## src/rtl/sseg_pkg.sv

```systemverilog
// Shared constants for seven-segment display blocks: active-low hex glyphs,
// blank pattern and PWM level count.
package sseg_pkg;

  localparam int PWM_LEVELS = 16;

  localparam logic [6:0] SEG_BLANK = 7'h7F;

  // Segment order {g,f,e,d,c,b,a}, active-low: 0..9, A b C d E F
  localparam logic [6:0] HEX_GLYPHS [0:15] = '{
    7'h40, 7'h79, 7'h24, 7'h30,
    7'h19, 7'h12, 7'h02, 7'h78,
    7'h00, 7'h10, 7'h08, 7'h03,
    7'h46, 7'h21, 7'h06, 7'h0E
  };

endpackage

```

## src/rtl/hex_to_sseg.sv

```systemverilog
// Combinational hex nibble to active-low seven-segment pattern {g,f,e,d,c,b,a}.
module hex_to_sseg
  import sseg_pkg::*;
(
  input  logic [3:0] nibble,
  output logic [6:0] seg
);

  assign seg = HEX_GLYPHS[nibble];

endmodule

```

## src/rtl/sseg_scan_ctrl.sv

```systemverilog
// Time-multiplexed hex display scanner with guard subslot, 16-level PWM,
// leading-zero blanking and inputs latched once per frame.
module sseg_scan_ctrl
  import sseg_pkg::*;
#(
  parameter int N_DIGITS   = 4,
  parameter int SUB_CYCLES = 1024
) (
  input  logic                  clk,
  input  logic                  rst,
  input  logic [4*N_DIGITS-1:0] value,
  input  logic [N_DIGITS-1:0]   dp_in,
  input  logic                  lz_en,
  input  logic [3:0]            bright,
  output logic [N_DIGITS-1:0]   an,
  output logic [7:0]            sseg,
  output logic                  frame_tick
);

  localparam int DW = (N_DIGITS > 1) ? $clog2(N_DIGITS) : 1;
  localparam int SW = (SUB_CYCLES > 1) ? $clog2(SUB_CYCLES) : 1;

  logic [SW-1:0] sub_cnt;
  logic [3:0]    subslot;
  logic [DW-1:0] digit;

  logic sub_wrap, slot_wrap, digit_last, frame_start;

  assign sub_wrap    = (sub_cnt == SW'(SUB_CYCLES - 1));
  assign slot_wrap   = sub_wrap && (subslot == 4'(PWM_LEVELS - 1));
  assign digit_last  = (digit == DW'(N_DIGITS - 1));
  assign frame_start = (sub_cnt == '0) && (subslot == 4'd0) && (digit == '0);

  always_ff @(posedge clk) begin
    if (rst) begin
      sub_cnt <= '0;
      subslot <= '0;
      digit   <= '0;
    end else begin
      sub_cnt <= sub_wrap ? '0 : sub_cnt + 1'b1;
      if (sub_wrap)
        subslot <= subslot + 1'b1;
      if (slot_wrap)
        digit <= digit_last ? '0 : digit + 1'b1;
    end
  end

  logic [4*N_DIGITS-1:0] value_q;
  logic [N_DIGITS-1:0]   dp_q;
  logic                  lz_q;
  logic [3:0]            bright_q;

  always_ff @(posedge clk) begin
    if (rst) begin
      value_q  <= '0;
      dp_q     <= '0;
      lz_q     <= 1'b0;
      bright_q <= '0;
    end else if (frame_start) begin
      value_q  <= value;
      dp_q     <= dp_in;
      lz_q     <= lz_en;
      bright_q <= bright;
    end
  end

  // On the capture cycle the freshly sampled inputs drive the outputs, so the
  // first registered pattern of a frame already reflects the new snapshot.
  logic [4*N_DIGITS-1:0] value_e;
  logic [N_DIGITS-1:0]   dp_e;
  logic                  lz_e;
  logic [3:0]            bright_e;

  assign value_e  = frame_start ? value  : value_q;
  assign dp_e     = frame_start ? dp_in  : dp_q;
  assign lz_e     = frame_start ? lz_en  : lz_q;
  assign bright_e = frame_start ? bright : bright_q;

  logic [N_DIGITS-1:0] blank;
  logic                upper_zero;
  logic [3:0]          cur_nib;
  logic                cur_blank;
  logic                cur_dp;

  // Scanning from the top digit down, a digit is blanked while every nibble
  // from it upward is zero; digit 0 always shows.
  always_comb begin
    blank      = '0;
    upper_zero = 1'b1;
    cur_nib    = '0;
    cur_blank  = 1'b0;
    cur_dp     = 1'b0;
    for (int i = N_DIGITS - 1; i >= 0; i--) begin
      upper_zero = upper_zero && (value_e[4*i +: 4] == 4'h0);
      blank[i]   = lz_e && (i != 0) && upper_zero;
    end
    for (int i = 0; i < N_DIGITS; i++) begin
      if (digit == DW'(i)) begin
        cur_nib   = value_e[4*i +: 4];
        cur_blank = blank[i];
        cur_dp    = dp_e[i];
      end
    end
  end

  logic [6:0] glyph;

  hex_to_sseg u_dec (
    .nibble (cur_nib),
    .seg    (glyph)
  );

  logic                anode_on;
  logic [N_DIGITS-1:0] an_next;
  logic [7:0]          sseg_next;

  // Subslot 0 is a dark guard interval between digits to avoid ghosting.
  assign anode_on  = (subslot != 4'd0) && (subslot <= bright_e);
  assign sseg_next = {~cur_dp, cur_blank ? SEG_BLANK : glyph};

  always_comb begin
    an_next = '1;
    for (int i = 0; i < N_DIGITS; i++) begin
      if (anode_on && (digit == DW'(i)))
        an_next[i] = 1'b0;
    end
  end

  always_ff @(posedge clk) begin
    if (rst) begin
      an         <= '1;
      sseg       <= 8'hFF;
      frame_tick <= 1'b0;
    end else begin
      an         <= an_next;
      sseg       <= sseg_next;
      frame_tick <= frame_start;
    end
  end

endmodule

```

## config.mk

```make
export PLATFORM = sky130hd
export DESIGN_NAME = sseg_scan_ctrl
export DESIGN_NICKNAME = d
export VERILOG_FILES = /design/src/rtl/sseg_pkg.sv /design/src/rtl/hex_to_sseg.sv /design/src/rtl/sseg_scan_ctrl.sv
export SDC_FILE = /design/constraint.sdc
export NUM_CORES = 1
export LEC_CHECK = 0
export ABC_CLOCK_PERIOD_IN_PS = 9200
export CAP_MARGIN = 20
export CORE_ASPECT_RATIO = 0.6
export CORE_MARGIN = 3
export CORE_UTILIZATION = 55
export DETAILED_ROUTE_END_ITERATION = 6
export PLACE_DENSITY = 0.88
export RECOVER_POWER = 50
export SLEW_MARGIN = 20
export SYNTH_ARGS = -nofsm -noshare
export SYNTH_HDL_FRONTEND = slang
export SYNTH_HIERARCHICAL = 1
export SYNTH_SLANG_ARGS = --single-unit
export TNS_END_PERCENT = 20
```

## constraint.sdc

```tcl
create_clock -name clk -period 9.2 [get_ports clk]
set_clock_uncertainty 0.2 [all_clocks]
set_input_delay 1.84 -clock clk [delete_from_list [all_inputs] [get_ports clk]]
set_output_delay 1.84 -clock clk [all_outputs]
set_load 0.01 [all_outputs]
```

## Word level (Yosys, flattened, before mapping)

Memories as Yosys holds them, arrays and structs flattened. A register that Yosys moved wholly into a read port is not among the register bits.
Index checks and enable logic that the tools add are counted.

- Register bits after elaboration: 47
- Bits in read-only memories: 112
- Input bits: 27
- Output and inout port bits: 13
- Logic and storage cells: 64
- Memories: 1

Memory list:

| name | words | bits a word | read ports | clocked after Yosys merged registers in | write ports | RTL line | text |
|---|---|---|---|---|---|---|---|
| (no name shown) | 16 | 7 | 1 | 1 | 0 | hex_to_sseg.sv:9 | `assign seg = HEX_GLYPHS[nibble];` |

- Add/subtract/negate cells: 3
- Magnitude comparators: 1
- Equal/unequal tests: 5
- Multiplexer cells: 20
- Bitwise gates (word level): 2
- Reduce and logical (&&, ||, !) cells: 22

Operators with widths:

| kind | number |
|---|---|
| $mux 4 | 6 |
| $logic_not 4->1 | 4 |
| $mux 16 | 1 |
| $logic_and 1x1->1 | 13 |
| $mux 1 | 12 |
| $add 10x1->10 const B | 1 |
| $eq 10x10->1 const B | 1 |
| $logic_not 10->1 | 1 |
| $not 4->5 | 1 |
| $add 4x1->4 const B | 1 |
| $eq 2x2->1 const B | 2 |
| $eq 4x4->1 const B | 1 |
| $le 4x4->1 | 1 |
| $reduce_bool 4->1 | 1 |
| $reduce_or 2->1 | 2 |
| $add 2x1->2 const B | 1 |
| $eq 2x1->1 const B | 1 |
| $logic_not 2->1 | 1 |
| $mux 2 | 1 |
| $not 1->1 | 1 |

## Longest topological paths before layout

Gate-level depths: netlist of the first run.

- Depth in word-level cells: 12
- Gate-level depth with buffers: 15
- Gate-level depth less buffers: 13

## Cells and area by module

Netlist of the first run, hierarchy kept.

Modules (own cells, without submodules):

| module | instances | cells each | area each (um^2) |
|---|---|---|---|
| sseg_scan_ctrl | 1 | 244 | 2398.6 |
| hex_to_sseg | 1 | 35 | 247.7 |

## Worst setup path after synthesis of the first run

No wires, ideal clock.

- Path type: input port to flip-flop
- Start: in value[9]
- End: reg sseg[3]
- Library setup time: 0.132 ns
- Data arrival time: 3.296 ns
- Data required time: 8.868 ns
- Slack: 5.572 ns
- Cell stages on the path: 9
- Path buffers: 0
- Path through: mux2i_1 > a22o_1 > a21oi_1 > inv_1 > ha_1 > or2_2 > a21oi_1 > a31oi_1 > o21bai_1

- Elaborated cells on any way between the ends: 13
- Classes of those cells: mux (6); bitwise (1); reduce/logical (6)

RTL lines:

| what | RTL line | text |
|---|---|---|
| start, declared | sseg_scan_ctrl.sv:11 | `input logic [4*N_DIGITS-1:0] value,` |
| $mux 16 | n/a |  |
| $mux 4 (2 in a row) | sseg_scan_ctrl.sv:98 | `if (digit == DW'(i)) begin` |
| named net cur_nib[1] | sseg_scan_ctrl.sv:81 | `logic [3:0] cur_nib;` |
| $not 4->5 (implied by the code) | hex_to_sseg.sv:9 |  |
| end, declared | sseg_scan_ctrl.sv:16 | `output logic [7:0] sseg,` |

The timed path passes the listed nets, and every way through them passes these cells.
A chain may end at the register's enable or synchronous reset.

## Worst setup path in the final report of the first run

- Start: in rst
- End: reg sseg[6]

- Word-level cells in the longest chain between the ends: 1

Ends and longest elaborated chain:

| what | RTL line | text |
|---|---|---|
| start, declared | sseg_scan_ctrl.sv:10 | `input logic rst,` |
| $reduce_or 2->1 (no source line) | n/a |  |

Every way passes these cells.

==> results of run 1 <==
## worst register-to-register path: stages (launching register included)
cell and delay (ps):
dfxtp_1 360, inv_1 100, ha_1 140, nor3b_1 350, nand4_1 140, buf_4 290
mux2_1 320, a22oi_1 130, a21oi_1 400, inv_1 200, ha_1 230, or2_2 280
a21oi_1 140, a31oi_1 50, o21bai_1 190
## stage by stage
| stage | setup WS [ps] | total power [mW] | cell area, µm² | hold WS (ps) | std cells |
|---|---|---|---|---|---|
| after global routing | 4650 | 0.583 | 3180 | 343 | 376 |
| after global placement | 4920 | 0.398 | 3070 | 274 | 368 |
| after detailed placement | 4810 | 0.404 | 3070 | 285 | 368 |
| final | 4880 | 0.557 | 3180 | 304 | 376 |
| after CTS | 5130 | 0.560 | 3180 | 307 | 376 |
| after floorplan | 5570 | 0.354 | 2650 | 255 | 279 |
## layout make-up
cell class,instances,area (µm²),share of cell area (%)
clock buffer,6,72.6,2.29
clock inverter,2,37.5,1.18
inverter,12,45.0,1.42
multi-input combinational,201,1460,46.1
sequential,54,1080,34.0
tap,60,75.1,2.36
timing repair buffer,41,402,12.6
## synthesized netlist by cell type (2+ instances only)
| master | count |
|---|---|
| xor2_1 | 6 |
| buf_1 | 2 |
| nor3_1 | 2 |
| o21ai_1 | 2 |
| mux2i_1 | 17 |
| o21ai_0 | 6 |
| inv_1 | 11 |
| clkbuf_1 | 5 |
| dfxtp_1 | 54 |
| buf_2 | 4 |
| nand4_1 | 4 |
| o21a_1 | 3 |
| or2_2 | 2 |
| a22o_1 | 4 |
| mux2_1 | 7 |
| ha_1 | 19 |
| nor2b_1 | 14 |
| nor4_1 | 7 |
| o21bai_1 | 7 |
| a22oi_1 | 4 |
| xnor2_1 | 4 |
| o22ai_1 | 2 |
| nor3b_1 | 3 |
| nand3_1 | 10 |
| nor2_1 | 34 |
| a21oi_1 | 8 |
| mux2_2 | 5 |
| nand2_1 | 13 |
## how the worst max path moves through the flow
stage               slack, ps                 end     start  depth (start not counted)
floorplan                5570  sseg[3]$_SDFF_PP1_  value[9]                          9
global placement         4920  sseg[3]$_SDFF_PP1_  value[9]                         10
detailed placement       4810  sseg[3]$_SDFF_PP1_  value[9]                         10
CTS                      5130  sseg[3]$_SDFF_PP1_  value[9]                         10
global route             4650  sseg[6]$_SDFF_PP1_       rst                          6
finish                   4880  sseg[6]$_SDFF_PP1_       rst                          6
## power by group through the flow
stage               logic, mW  registers (mW)  clock network [mW]
detailed placement      0.134           0.270                   0
global placement        0.129           0.269                   0
finish                  0.135           0.265               0.157
floorplan              0.0818           0.272                   0
CTS                     0.134           0.265               0.160
global route            0.147           0.267               0.170
## state kept, by name (all words and copies together), names as in the netlist
signal / flops
frame_tick: 1
value_q: 16
digit: 2
dp_q: 4
lz_q: 1
sseg: 8
subslot: 4
bright_q: 4
sub_cnt: 10
an: 4
## cells by family after synthesis
family / share of synthesized area, %
AOI/OAI and AO/OA: 11.5
adders and majority gates: 8.98
xor gates and xnor gates: 3.31
muxes: 11.5
buffers and inverters: 3.88
and+or+nand+nor: 19.9
DFF: 40.9
## layer usage
layer  GRT usage [%]  share of wire (%)  vias to the layer above  routed length (µm)
met5               0                  0                        -                   0
met4            2.83               0.21                        0                  12
met3            5.28                8.5                        4                 481
met2            30.4                 42                       75                2370
met1            30.6                 50                      986                2810
li1                -                  -                     1040                   -
==> flow_summary.toml, run 1 <==
[sta]
rsz0062_at_grt = "no"
final.min_clock_period_ps = 4320
setup_tns_ps = 0
max_slew_margin_pct = -16.4
max_freq_mhz = 231
timing.final.crit_share_pct = 47.0
drv_slew = 42
hold_violations = 0
worst_pin_slew_ps = 1750
setup_viol = 0

[clock_tree]
cts.htree.levels = 2
clk_pin_slew_ps = 90
root_buffer = "clkbuf_8"
clock_latency_ps = 300
cts_setup_buffers = 0
cts_buffers = 5
cts_resized = 0
clock_sinks = 54
tritoncts = "yes"
clock_path_buffers = 2
cts_hold_buf = 0

[synth]
ys.flop_type = "dfxtp_1"
synth_area_leaders = "dfxtp_1 41%, ha_1 9.0%, mux2i_1 6.4%"
synthCells = 279
ys_ff_latch = 54
synth.cell_area_um2 = 2650
ys_seq_area_share_pct = 40.9
yosysWarnings = 6
synthArstFlopShare_pct = 0
synth_top_area_share_pct = 40.9
synth_cell_types = 48
yosys.area.top_type = "dfxtp_1"
syn_nets = 325
postSynthAreaPerCell_um2 = 9.48
synth-edff-count = 0

[worst_hold_path]
hold_start = "lz_q$_SDFF_PP0_"
worstHoldPathCells = 2
hold_class = "reg -> reg"
hold_end = "lz_q$_SDFF_PP0_"

[finish]
finalNetCount = 361
finish.utilization_pct = 72.7
diodes = 0
area_growth_syn_to_layout_pct = 20.0
final_cell_mix = "54 x dfxtp_1, 38 x clkdlybuf4s50_1, 34 x nor2_1"
drive_gt1_share_pct = 7.28
final_common_cell = "dfxtp_1"
fill_cells = 322

[pwr]
power-per-cell-area_nw_per_um2 = 176
internal_power_mw = 0.405
p_leak_nw = 1.28
ir_drop_mv = 0.0988
p_comb_share_pct = 24.2
p_clk_share_pct = 28.3
power.switching_mw = 0.152
swShare_pct = 27.3
power_frac_seq_pct = 47.6

[grt]
antenna_found_initial = 0
grt_max_degree = 42
grt.overflow.total = 0
grt_pass1_wl_mm = 9.05
grt_usage_pct = 20.5
grt_pass1_vias = 1862

[placed_design]
port_buffers = 39
place_hpwl_mm = 4.33
gp_congestion = 0.837

[worst_setup_path]
cp.arrival_ps = 4350
cp_max_fo = 41
cp_slowest_stage_delay_ps = 1260
path_delay_family = "buffers and inverters"
crit_path_start_kind = "primary input"
crit_required_ps = 9220
cp_slowest_cell = "clkbuf_1"
worstSetupEndpointType = "flip-flop"
r2r-start = "subslot[0]$_SDFFE_PP0P_"
cp_num_buf_inv = 2
path_cells = "dlygate4sd3_1 > clkbuf_1 > or2_2 > nor2_1 > o211a_2 > o21bai_1"
reg2reg_slack_ps = 5580
timing.rr.end = "sseg[3]$_SDFF_PP1_"
r2r_cells = 14
path_class = "in -> reg"

[route]
firstDrtPassIters = 4
drt_wl_total_mm = 5.68
drtIter0Drc = 124
drcViolationCount = 0
via_per_inst = 5.60
wire_per_inst_um = 15.1
vias = 2105
final_antenna_net_count = 0

[floorplanning]
die_x_um = 95.6
rows = 18
die_y_um = 59.7
die_area_um2 = 5710
coreArea_um2 = 4370
start_util_pct = 60.6
boundaryPins = 40

[flow_run]
drv_cap = 1

[outcome]
violations = "max-capacitance violations, max-slew violations"
status = "complete, but fails checks"
Power figures use the tool's default switching activity.
==> inputs of run 2 (changes only) <==
--- a/config.mk
+++ b/config.mk
@@ -5,13 +5,13 @@
 export SDC_FILE = /design/constraint.sdc
 export NUM_CORES = 1
 export LEC_CHECK = 0
-export ABC_CLOCK_PERIOD_IN_PS = 9200
+export ABC_CLOCK_PERIOD_IN_PS = 4210
 export CAP_MARGIN = 20
 export CORE_ASPECT_RATIO = 0.6
 export CORE_MARGIN = 3
-export CORE_UTILIZATION = 55
+export CORE_UTILIZATION = 54
 export DETAILED_ROUTE_END_ITERATION = 6
-export PLACE_DENSITY = 0.88
+export PLACE_DENSITY = 0.87
 export RECOVER_POWER = 50
 export SLEW_MARGIN = 20
 export SYNTH_ARGS = -nofsm -noshare
==> constraint.sdc (replaced) <==
create_clock -name clk -period 4.21 [get_ports clk]
set_clock_uncertainty 0.2 [all_clocks]
set_input_delay 0.842 -clock clk [delete_from_list [all_inputs] [get_ports clk]]
set_output_delay 0.842 -clock clk [all_outputs]
set_load 0.01 [all_outputs]
==> run 2 against run 1 <==
  * The run still ends with max-capacitance violations, max-slew violations left
  * Cell count is 0.80% higher
  * Largest power group unchanged
  * Total power is 110% higher
  * Critical path type is now reg -> reg
  * Largest cell class unchanged
  * Global-route usage increased by 0.99 points
  * Via count decreased by 0.86%
  * Flip-flop and latch count did not move
  * Die area rose by 1.7%
  * Highest routed layer unchanged
  * Utilization down 4.3 points
  * Setup slack got worse by 4200 ps
==> flow_summary.toml, run 2 (synthesized netlist as in run 1, its figures left out) <==
[route]
drtIter0Drc = 74
drt_wl_total_mm = 5.67
final_antenna_net_count = 0
wire_per_inst_um = 14.9
firstDrtPassIters = 4
via_per_inst = 5.51
drcViolationCount = 0
vias = 2087

[finish]
fill_cells = 353
final_cell_mix = "54 x dfxtp_1, 36 x clkdlybuf4s50_1, 34 x nor2_1"
diodes = 0
register_area_um2 = 1080
fin_cells = 379
largest_register_ffs = 16
drive_gt1_share_pct = 7.59
area_growth_syn_to_layout_pct = 19.7
final_common_cell = "dfxtp_1"
reg_top3 = "value_q (16), sub_cnt (10), sseg (8)"
multiInputGateArea_um2 = 1460
regMostFlops = "value_q"
finalNetCount = 361

[floorplanning]
die_area_um2 = 5800
die_y_um = 60.2
rows = 19
boundaryPins = 40
start_util_pct = 57.1
coreArea_um2 = 4640
die_x_um = 96.4

[clock_tree]
clock_latency_ps = 320
clock_sinks = 54
cts_hold_buf = 0
cts_buffers = 5
clk_pin_slew_ps = 100
cts.htree.levels = 2
cts_setup_buffers = 0
clock_path_buffers = 2
root_buffer = "clkbuf_8"
cts_resized = 0
tritoncts = "yes"

[grt]
grt.overflow.total = 0
antenna_found_initial = 0
grt_usage_pct = 21.5
grt_pass1_wl_mm = 9.42
grt_pass1_vias = 1988
grt_max_degree = 40

[worst_setup_path]
reg2reg_slack_ps = 650
cp_max_fo = 31
path_delay_family = "compound AO/OA/AOI/OAI gates"
worstSetupEndpointType = "flip-flop"
crit_required_ps = 4200
cp.arrival_ps = 3560
path_class = "reg -> reg"
crit_path_start_kind = "flip-flop"
cp_num_buf_inv = 3
cp_slowest_stage_delay_ps = 450
path_cells = "inv_1 > ha_1 > nor4b_2 > nand4_1 > buf_4 > mux2i_1 > a22o_1 > a21oi_1 > inv_1 > ha_1 > nand2_1 > a21oi_1 > a31oi_1 > o21bai_1"
cp_slowest_cell = "dfxtp_1"

[worst_hold_path]
hold_class = "reg -> reg"

[placed_design]
place_hpwl_mm = 4.18
pre_cts_slack_ps = 738
gp_congestion = 0.849
placed_cells = 371
port_buffers = 39

[sta]
worst_pin_slew_ps = 1670
fin_ws_ps = 647
setup_viol = 0
max_slew_margin_pct = -11.4
setup_tns_ps = 0
timing.final.crit_share_pct = 84.6
final.min_clock_period_ps = 3560
hold_violations = 0
rsz0062_at_grt = "no"
max_freq_mhz = 281
drv_slew = 40

[pwr]
internal_power_mw = 0.843
power.switching_mw = 0.336
power_mw = 1.18
p_comb_share_pct = 24.7
ir_drop_mv = 0.223
p_leak_nw = 1.28
p_clk_share_pct = 26.4
power-per-cell-area_nw_per_um2 = 372
swShare_pct = 28.5
power_frac_seq_pct = 48.9

[outcome]
status = "complete, but fails checks"
violations = "max-capacitance violations, max-slew violations"

[flow_run]
drv_cap = 1
[run 2: per-stage QoR]
stage / util (%) / area (µm²) / hold WS [ps]
after floorplan: - / 2650 / 255
after global placement: 66.3 / 3070 / 271
after detailed placement: 66.3 / 3070 / 292
after CTS: 68.4 / 3170 / 316
after global routing: 68.3 / 3170 / 357
final: 68.3 / 3170 / 313
[run 2: tightest hold or removal path: stages, from the launching register on]
cell,delay (ps)
dfxtp_1,320
mux2i_1,80
nor2_1,80
[run 2: path summary, 6_finish.rpt]
path / startpoint / endpoint / cells after the start
max reg2reg: sub_cnt[0]$_SDFF_PP0_ / sseg[3]$_SDFF_PP1_ / 14
min reg2reg: dp_q[0]$_SDFF_PP0_ / dp_q[0]$_SDFF_PP0_ / 2
max: sub_cnt[0]$_SDFF_PP0_ / sseg[3]$_SDFF_PP1_ / 14
min: dp_q[0]$_SDFF_PP0_ / dp_q[0]$_SDFF_PP0_ / 2
[run 2: routing by layer]
metal / up-vias / share of wire, % / global-route usage (%)
li1: 1042 / - / -
met1: 969 / 52 / 32.0
met2: 66 / 39 / 30.1
met3: 10 / 6.8 / 5.16
met4: 0 / 1.6 / 7.19
met5: - / 0 / 0
[run 2: power groups by stage]
stage	Combinational [mW]	Sequential [mW]	Clock, mW
2_1_floorplan	0.179	0.595	0
3_3_place_gp	0.283	0.586	0
3_5_place_dp	0.289	0.588	0
4_1_cts	0.292	0.576	0.320
5_1_grt	0.321	0.580	0.342
6_report	0.291	0.576	0.311
[run 2: cell type report]
class / count / share of cell area (%)
Clock buffer: 6 / 2.61
Clock inverter: 2 / 0.513
Inverter: 12 / 1.42
Tap cell: 63 / 2.49
Sequential cell: 54 / 34.1
Multi-Input combinational cell: 201 / 46.2
Timing Repair Buffer: 41 / 12.7
